File: src/rtl/elastic_pipe_stage.sv
// Elastic inter-stage pipeline register with valid/ready flow control, flush and an
// optional two-entry skid buffer that keeps in_ready off the out_ready timing path.
module elastic_pipe_stage #(
    parameter int DATA_W  = 64,
    parameter int INSTR_W = 32,
    parameter int CTRL_W  = 2,
    parameter int SKID    = 1
) (
    input  logic              clk,
    input  logic              reset,
    input  logic              flush,
    input  logic              in_valid,
    output logic              in_ready,
    input  logic [DATA_W-1:0]  in_data,
    input  logic [INSTR_W-1:0] in_instr,
    input  logic [CTRL_W-1:0]  in_ctrl,
    output logic              out_valid,
    input  logic              out_ready,
    output logic [DATA_W-1:0]  out_data,
    output logic [INSTR_W-1:0] out_instr,
    output logic [CTRL_W-1:0]  out_ctrl,
    output logic [1:0]         count
);

    localparam int PL_W = DATA_W + INSTR_W + CTRL_W;

    typedef enum logic [1:0] {
        EMPTY = 2'd0,
        ONE   = 2'd1,
        TWO   = 2'd2
    } state_t;

    logic [PL_W-1:0] w_in_pl;
    logic [PL_W-1:0] w_head_pl;
    logic            w_out_valid;

    assign w_in_pl = {in_ctrl, in_instr, in_data};

    generate
        if (SKID != 0) begin : g_skid
            state_t          r_state;
            state_t          w_state_nxt;
            logic            r_in_ready;
            logic [PL_W-1:0] r_head_pl;
            logic [PL_W-1:0] r_skid_pl;
            logic            w_accept;
            logic            w_send;
            logic            w_load_head;
            logic            w_load_skid;
            logic            w_head_from_skid;

            assign w_accept = in_valid & r_in_ready;
            assign w_send   = (r_state != EMPTY) & out_ready;

            always_comb begin
                w_state_nxt      = r_state;
                w_load_head      = 1'b0;
                w_load_skid      = 1'b0;
                w_head_from_skid = 1'b0;
                case (r_state)
                    EMPTY: begin
                        if (w_accept) begin
                            w_state_nxt = ONE;
                            w_load_head = 1'b1;
                        end
                    end
                    ONE: begin
                        if (w_accept && w_send) begin
                            w_load_head = 1'b1;
                        end else if (w_accept) begin
                            w_state_nxt = TWO;
                            w_load_skid = 1'b1;
                        end else if (w_send) begin
                            w_state_nxt = EMPTY;
                        end
                    end
                    TWO: begin
                        // in_ready is low here, so the only possible move is a drain
                        if (w_send) begin
                            w_state_nxt      = ONE;
                            w_head_from_skid = 1'b1;
                        end
                    end
                    default: w_state_nxt = EMPTY;
                endcase
                if (flush) begin
                    w_state_nxt      = EMPTY;
                    w_load_head      = 1'b0;
                    w_load_skid      = 1'b0;
                    w_head_from_skid = 1'b0;
                end
            end

            always_ff @(posedge clk) begin
                if (reset) begin
                    r_state    <= EMPTY;
                    r_in_ready <= 1'b1;
                    r_head_pl  <= '0;
                    r_skid_pl  <= '0;
                end else begin
                    r_state    <= w_state_nxt;
                    r_in_ready <= (w_state_nxt != TWO);
                    if (w_load_head) begin
                        r_head_pl <= w_in_pl;
                    end else if (w_head_from_skid) begin
                        r_head_pl <= r_skid_pl;
                    end
                    if (w_load_skid) begin
                        r_skid_pl <= w_in_pl;
                    end
                end
            end

            assign in_ready    = r_in_ready;
            assign w_out_valid = (r_state != EMPTY);
            assign w_head_pl   = r_head_pl;
            assign count       = r_state;
        end else begin : g_single
            logic            r_valid;
            logic [PL_W-1:0] r_head_pl;
            logic            w_in_ready;
            logic            w_accept;
            logic            w_send;

            assign w_in_ready = out_ready | ~r_valid;
            assign w_accept   = in_valid & w_in_ready;
            assign w_send     = r_valid & out_ready;

            always_ff @(posedge clk) begin
                if (reset) begin
                    r_valid   <= 1'b0;
                    r_head_pl <= '0;
                end else if (flush) begin
                    r_valid <= 1'b0;
                end else if (w_accept) begin
                    r_valid   <= 1'b1;
                    r_head_pl <= w_in_pl;
                end else if (w_send) begin
                    r_valid <= 1'b0;
                end
            end

            assign in_ready    = w_in_ready;
            assign w_out_valid = r_valid;
            assign w_head_pl   = r_head_pl;
            assign count       = {1'b0, r_valid};
        end
    endgenerate

    // Control bits are masked on bubbles so a stale head can never fire a write-back
    assign out_valid = w_out_valid;
    assign out_data  = w_head_pl[DATA_W-1:0];
    assign out_instr = w_head_pl[DATA_W +: INSTR_W];
    assign out_ctrl  = w_out_valid ? w_head_pl[PL_W-1 -: CTRL_W] : '0;

endmodule

File: config.mk
export PLATFORM = sky130hd
export DESIGN_NAME = elastic_pipe_stage
export DESIGN_NICKNAME = d
export VERILOG_FILES = /design/src/rtl/elastic_pipe_stage.sv
export SDC_FILE = /design/constraint.sdc
export NUM_CORES = 1
export LEC_CHECK = 0
export BUFFER_PORTS_ARGS = -buffer_cell sky130_fd_sc_hd__buf_2
export CORE_ASPECT_RATIO = 0.5
export CORE_MARGIN = 10
export CORE_UTILIZATION = 40
export CTS_BUF_LIST = sky130_fd_sc_hd__clkbuf_8
export DETAILED_ROUTE_END_ITERATION = 10
export MAX_ROUTING_LAYER = met4
export RECOVER_POWER = 100
export SYNTH_ARGS = -nofsm -noshare
export SYNTH_HDL_FRONTEND = slang
export SYNTH_SLANG_ARGS = --single-unit
File: constraint.sdc
create_clock -name clk -period 5.2 [get_ports clk]
set_input_delay 1.04 -clock clk [delete_from_list [all_inputs] [get_ports clk]]
set_output_delay 1.04 -clock clk [all_outputs]
set_load 0.05 [all_outputs]
==> After elaboration in Yosys (flattened, before gate mapping) <==
Cells that the tools add are included.
{ "op_classes": {"bitwise_logic": 2, "eq_ne": 3, "mux": 20, "n_reduce_logical": 4} }
{ "ops": {"columns": ["cell", "count"], "rows": [
  ["98-bit 2-to-1 mux", 2],
  ["2-bit 2-to-1 mux", 7],
  ["1-bit 2-to-1 mux", 9],
  ["2-bit case mux with 3 select lines", 1],
  ["2-bit nonzero test", 2],
  ["1-bit bitwise AND", 2],
  ["2-bit by 1-bit == test with 1-bit output (second input constant)", 1],
  ["2-bit == test (second input constant)", 1],
  ["2-bit zero test", 1],
  ["2-bit != test (second input constant)", 1],
  ["1-bit case mux with 2 select lines", 1],
  ["1-bit logical AND", 1]
]} }
{ "totals": {"reg_bits": 199, "output_inout_bits": 102, "in_bits": 103} }

==> Logic depth before layout (Yosys ltp) <==
{ "logic_depth": {"depth_word": 8, "mapped_depth": 7, "mapped_depth_nobuf": 4} }

==> Least setup slack after synthesis <==
Ideal clock, no wire load.
{ "synth_path": {"path_type": "register to output", "start": "reg g_skid.r_state[1], in the netlist count[1]", "end": "out out_ctrl[0]", "path_stages_with_launch": 3, "path_slack_ns": 2.592, "n_path_buf": 0, "t_arrival_ns": 1.568, "required_time_ns": 4.160, "cell_sequence": "dfxtp_1 -> or2_2 -> and2_1"} }
{ "synth_between": {"elab_chain_len": 2} }
{ "synth_lines": {"columns": ["item", "line_no", "rtl"], "rows": [
  ["start, declared", "41", "state_t r_state;"],
  ["start signal, assigned", "101", "r_state <= w_state_nxt;"],
  ["2-bit nonzero test", "115", "assign w_out_valid = (r_state != EMPTY);"],
  ["net out_valid", "17", "output logic out_valid,"],
  ["2-bit 2-to-1 mux", "154", "assign out_ctrl = w_out_valid ? w_head_pl[PL_W-1 -: CTRL_W] : '0;"],
  ["end, declared", "21", "output logic [CTRL_W-1:0] out_ctrl,"]
]} }
The timed path passes the listed nets, and every way through them passes these cells.

==> Worst setup path after layout <==
{ "layout_path": {"start": "in out_ready", "end": "reg g_skid.r_head_pl[44]"} }
{ "layout_between": {"elab_chain_len": 6, "word_cells_on_any_way": 10, "cone_classes": "mux (7); bitwise (1); reduce/logical (2)"} }
{ "layout_lines": {"columns": ["item", "line_no", "rtl"], "rows": [
  ["start, declared", "18", "input logic out_ready,"],
  ["1-bit bitwise AND (*)", "53", "assign w_send = (r_state != EMPTY) & out_ready;"],
  ["1-bit logical AND", "68", "if (w_accept && w_send) begin"],
  ["1-bit 2-to-1 mux", "68", null],
  ["1-bit case mux with 2 select lines", "60", "case (r_state)"],
  ["1-bit 2-to-1 mux", "86", "if (flush) begin"],
  ["98-bit 2-to-1 mux / 2-bit nonzero test (equally long branches)", null, null],
  ["end signal, assigned", "104", "r_head_pl <= w_in_pl;"],
  ["end signal, assigned", "106", "r_head_pl <= r_skid_pl;"],
  ["end, declared", "44", "logic [PL_W-1:0] r_head_pl;"]
]} }
Every way passes the cells marked *; elsewhere a longest branch is shown, timed or not.
A chain may end at the register's enable or synchronous reset.

==> impl_results.md <==
* Slew @ Worst Pin at ~2.3 ns
* Die X at roughly 230 µm
* Yosys reg bits at between 150 and 200
* Power after layout at 0.00314 W
* Number of global-route vias before repair at slightly above 7000
* Hold buffers post-CTS at 0
* Register area at 3980 µm²
* Final Wtd Congestion at about 0.78
* Sw Share at 30.0%
* PnR worst setup slack at about 1.7 ns
* Initial DRC count at 503
* DRT Pass-1 Iters at 5
* Multi-input gate area at 3700 µm²
* Ratio of cells with drive above 1 in the final layout at 17.3%
* Port bufs at 204
* CTS root buf: clkbuf_8
* P_sw at ~0.00094 W
* Yosys cell types at 22
* Setup TNS at 0 ns
* Clock sink count at 199
* Syn Area/Cell at 8.30 µm²
* Post-DP HPWL at 14800 µm
* Unrepaired setup endpoints after global routing: no
* Post-CTS resize count at 0
* CTS H-tree depth at 4
* WHS at 0.459 ns
* Period utilization at 68.0%
* Yosys warning total at 0
* Pin count of the biggest net entering global routing at around 140
* Critical path startpoint category: input port
* Failing checks: capacitance limit, slew limit
* Seq pwr share at 51.6%
* Leading cell types in the layout, fill and taps excluded: 393 x nand2_1, 199 x dfxtp_1, 104 x clkbuf_1
* Status: complete, but fails checks
* Total core area at 21900 µm²
* Num CTS Buffers at 17
* Top-area cell type share of the netlist area at 44.1%
* Post-Place Worst Slack at 1.88 ns
* Largest fanout on the critical path at 98
* Combinational group share of total power at between 10% and 20%
* Synth Cell Area at around 9000 µm²
* Critical Path AT at 3.90 ns
* Drt drc at 0
* Most area-consuming cells after synthesis: dfxtp_1 44%, nand2_1 16%, a311oi_2 15%
* Global-route wire length before repair at ~37000 µm
* WL/cell at about 16 µm
* Max VDD drop at 158 µV
* Tmin final at 3.53 ns
* Static leakage power at 3.20 nW
* Final Hold Viols at 0
* Routed WL at 23600 µm
* Area grow syn2layout at 4.50%
* Crit Path Category: in -> reg
* Clock-pin slew on the worst setup and hold paths at 0.09 ns
* Vias at 7285
* Clk_lat worst skew at roughly 0.49 ns
* # rows at 38
* Clock power frac at 33.5%
* Max_slew headroom at -56.5%
* GRT overflow at 0
* Syn_nets at 1190
* Die Ht at 126 µm
* Most common cell after layout, fill and taps aside: nand2_1
* Post-Syn Instances at between 1000 and 1500
* Fmax at approximately 280 MHz
* # fillers at 2278
* Clock Path Buffers at 2
* Setup violators final at 0
* Nets at 1235
* Synth area leader: dfxtp_1
* DR vias/cell at slightly above 5
* Initial Util at just over 40%
* CTS tree: yes
* Internal power at roughly 0.0022 W
* Critical Path RT at 5.57 ns
* Crit end category: flop
* Sequential element share of the synthesized area at 44.1%
* PwrDens at 333 nW/µm²
* Pins Over Slew Limit at a little under 200
* Overall Global Routing Usage at 16.1%
* Die area at 29300 µm²
* Initial antenna violation count at 1
* Final Skew at 0.0145 ns
* Max Cap Viol at 2
* Ports at 205
* Post-CTS setup buffers at 0
* Hold Crit Class: reg -> reg
* Remaining antenna violation count at 0
==> power by group through the flow <==
stage / sequential, W / clock, W / combinational [W]
6_report: 0.00162 / 0.00105 / 0.000466
5_1_grt: 0.00163 / 0.00114 / 0.000497
4_1_cts: 0.00162 / 0.00109 / 0.000504
3_5_place_dp: 0.00165 / 0 / 0.000503
3_3_place_gp: 0.00165 / 0 / 0.000495
2_1_floorplan: 0.00164 / 0 / 0.000443
==> layout make-up <==
type	instances	share of cell area [%]
repair buffers	210	10.1
clock buffers	19	2.77
inverters	1	0.0398
multi-input cells	703	39.2
clock inverters	13	1.63
well taps	300	3.98
diodes	1	0.0265
flip-flops and latches	199	42.2
==> stage by stage <==
step | util (%) | instance area [µm²] | std cells
detailed placement | 42.8 | 9380 | 1413
global placement | 42.8 | 9380 | 1413
floorplan | - | 9030 | 1087
global route | 43.0 | 9430 | 1446
CTS | 44.7 | 9800 | 1445
finish | 43.0 | 9430 | 1446
==> path summary, 6_finish.rpt <==
| check | startpoint | end | slack (ns) | cells past startpoint |
|---|---|---|---|---|
| setup / recovery | out_ready | g_skid.r_head_pl[44] | 1.67 | 5 |
| hold / removal | g_skid.r_skid_pl[72] | g_skid.r_skid_pl[72] | 0.46 | 2 |
| setup reg to reg | count[0] | g_skid.r_skid_pl[19] | 1.94 | 5 |
| hold reg to reg | g_skid.r_skid_pl[72] | g_skid.r_skid_pl[72] | 0.46 | 2 |
==> metal layers <==
metal | global-route usage (%) | share of wire (%)
met5 | - | 0
met4 | 6.11 | 1.9
met3 | 3.34 | 3.4
met2 | 28.2 | 52
met1 | 17.6 | 42
==> worst max-delay path: stages <==
cell	delay, ns
clkbuf_1	0.23
nor4bb_1	0.32
clkbuf_2	1.71
nand2_1	0.23
a311oi_2	0.34
==> cell usage after synthesis (all sizes together) <==
cell type / instances
nand2: 393
nor3: 1
or2: 1
or4: 2
buf: 128
inv: 1
nand3b: 1
o22a: 1
and3b: 2
nor2: 98
nor4bb: 1
nand4bb: 1
a311oi: 98
and2: 2
clkbuf: 56
dfxtp: 199
mux2i: 2
a21oi: 99
nor2b: 1
==> flip-flops by register name, summed over array words and instances, names as in the netlist <==
signal,count
in_ready,1
count,2
g_skid.r_head_pl,98
g_skid.r_skid_pl,98
==> logic make-up (layout without fill, tap and decap cells) <==
| logic type | after synthesis | in the layout | synth area share, % |
|---|---|---|---|
| other | 0 | 1 | 0 |
| buffers and inverters | 185 | 243 | 12.9 |
| AND/OR/NAND/NOR | 503 | 503 | 21.4 |
| multiplexers | 2 | 2 | 0.222 |
| AO/OA/AOI/OAI | 198 | 198 | 21.3 |
| flip-flops | 199 | 199 | 44.1 |
Note: power is estimated with default switching activity, not from simulation.
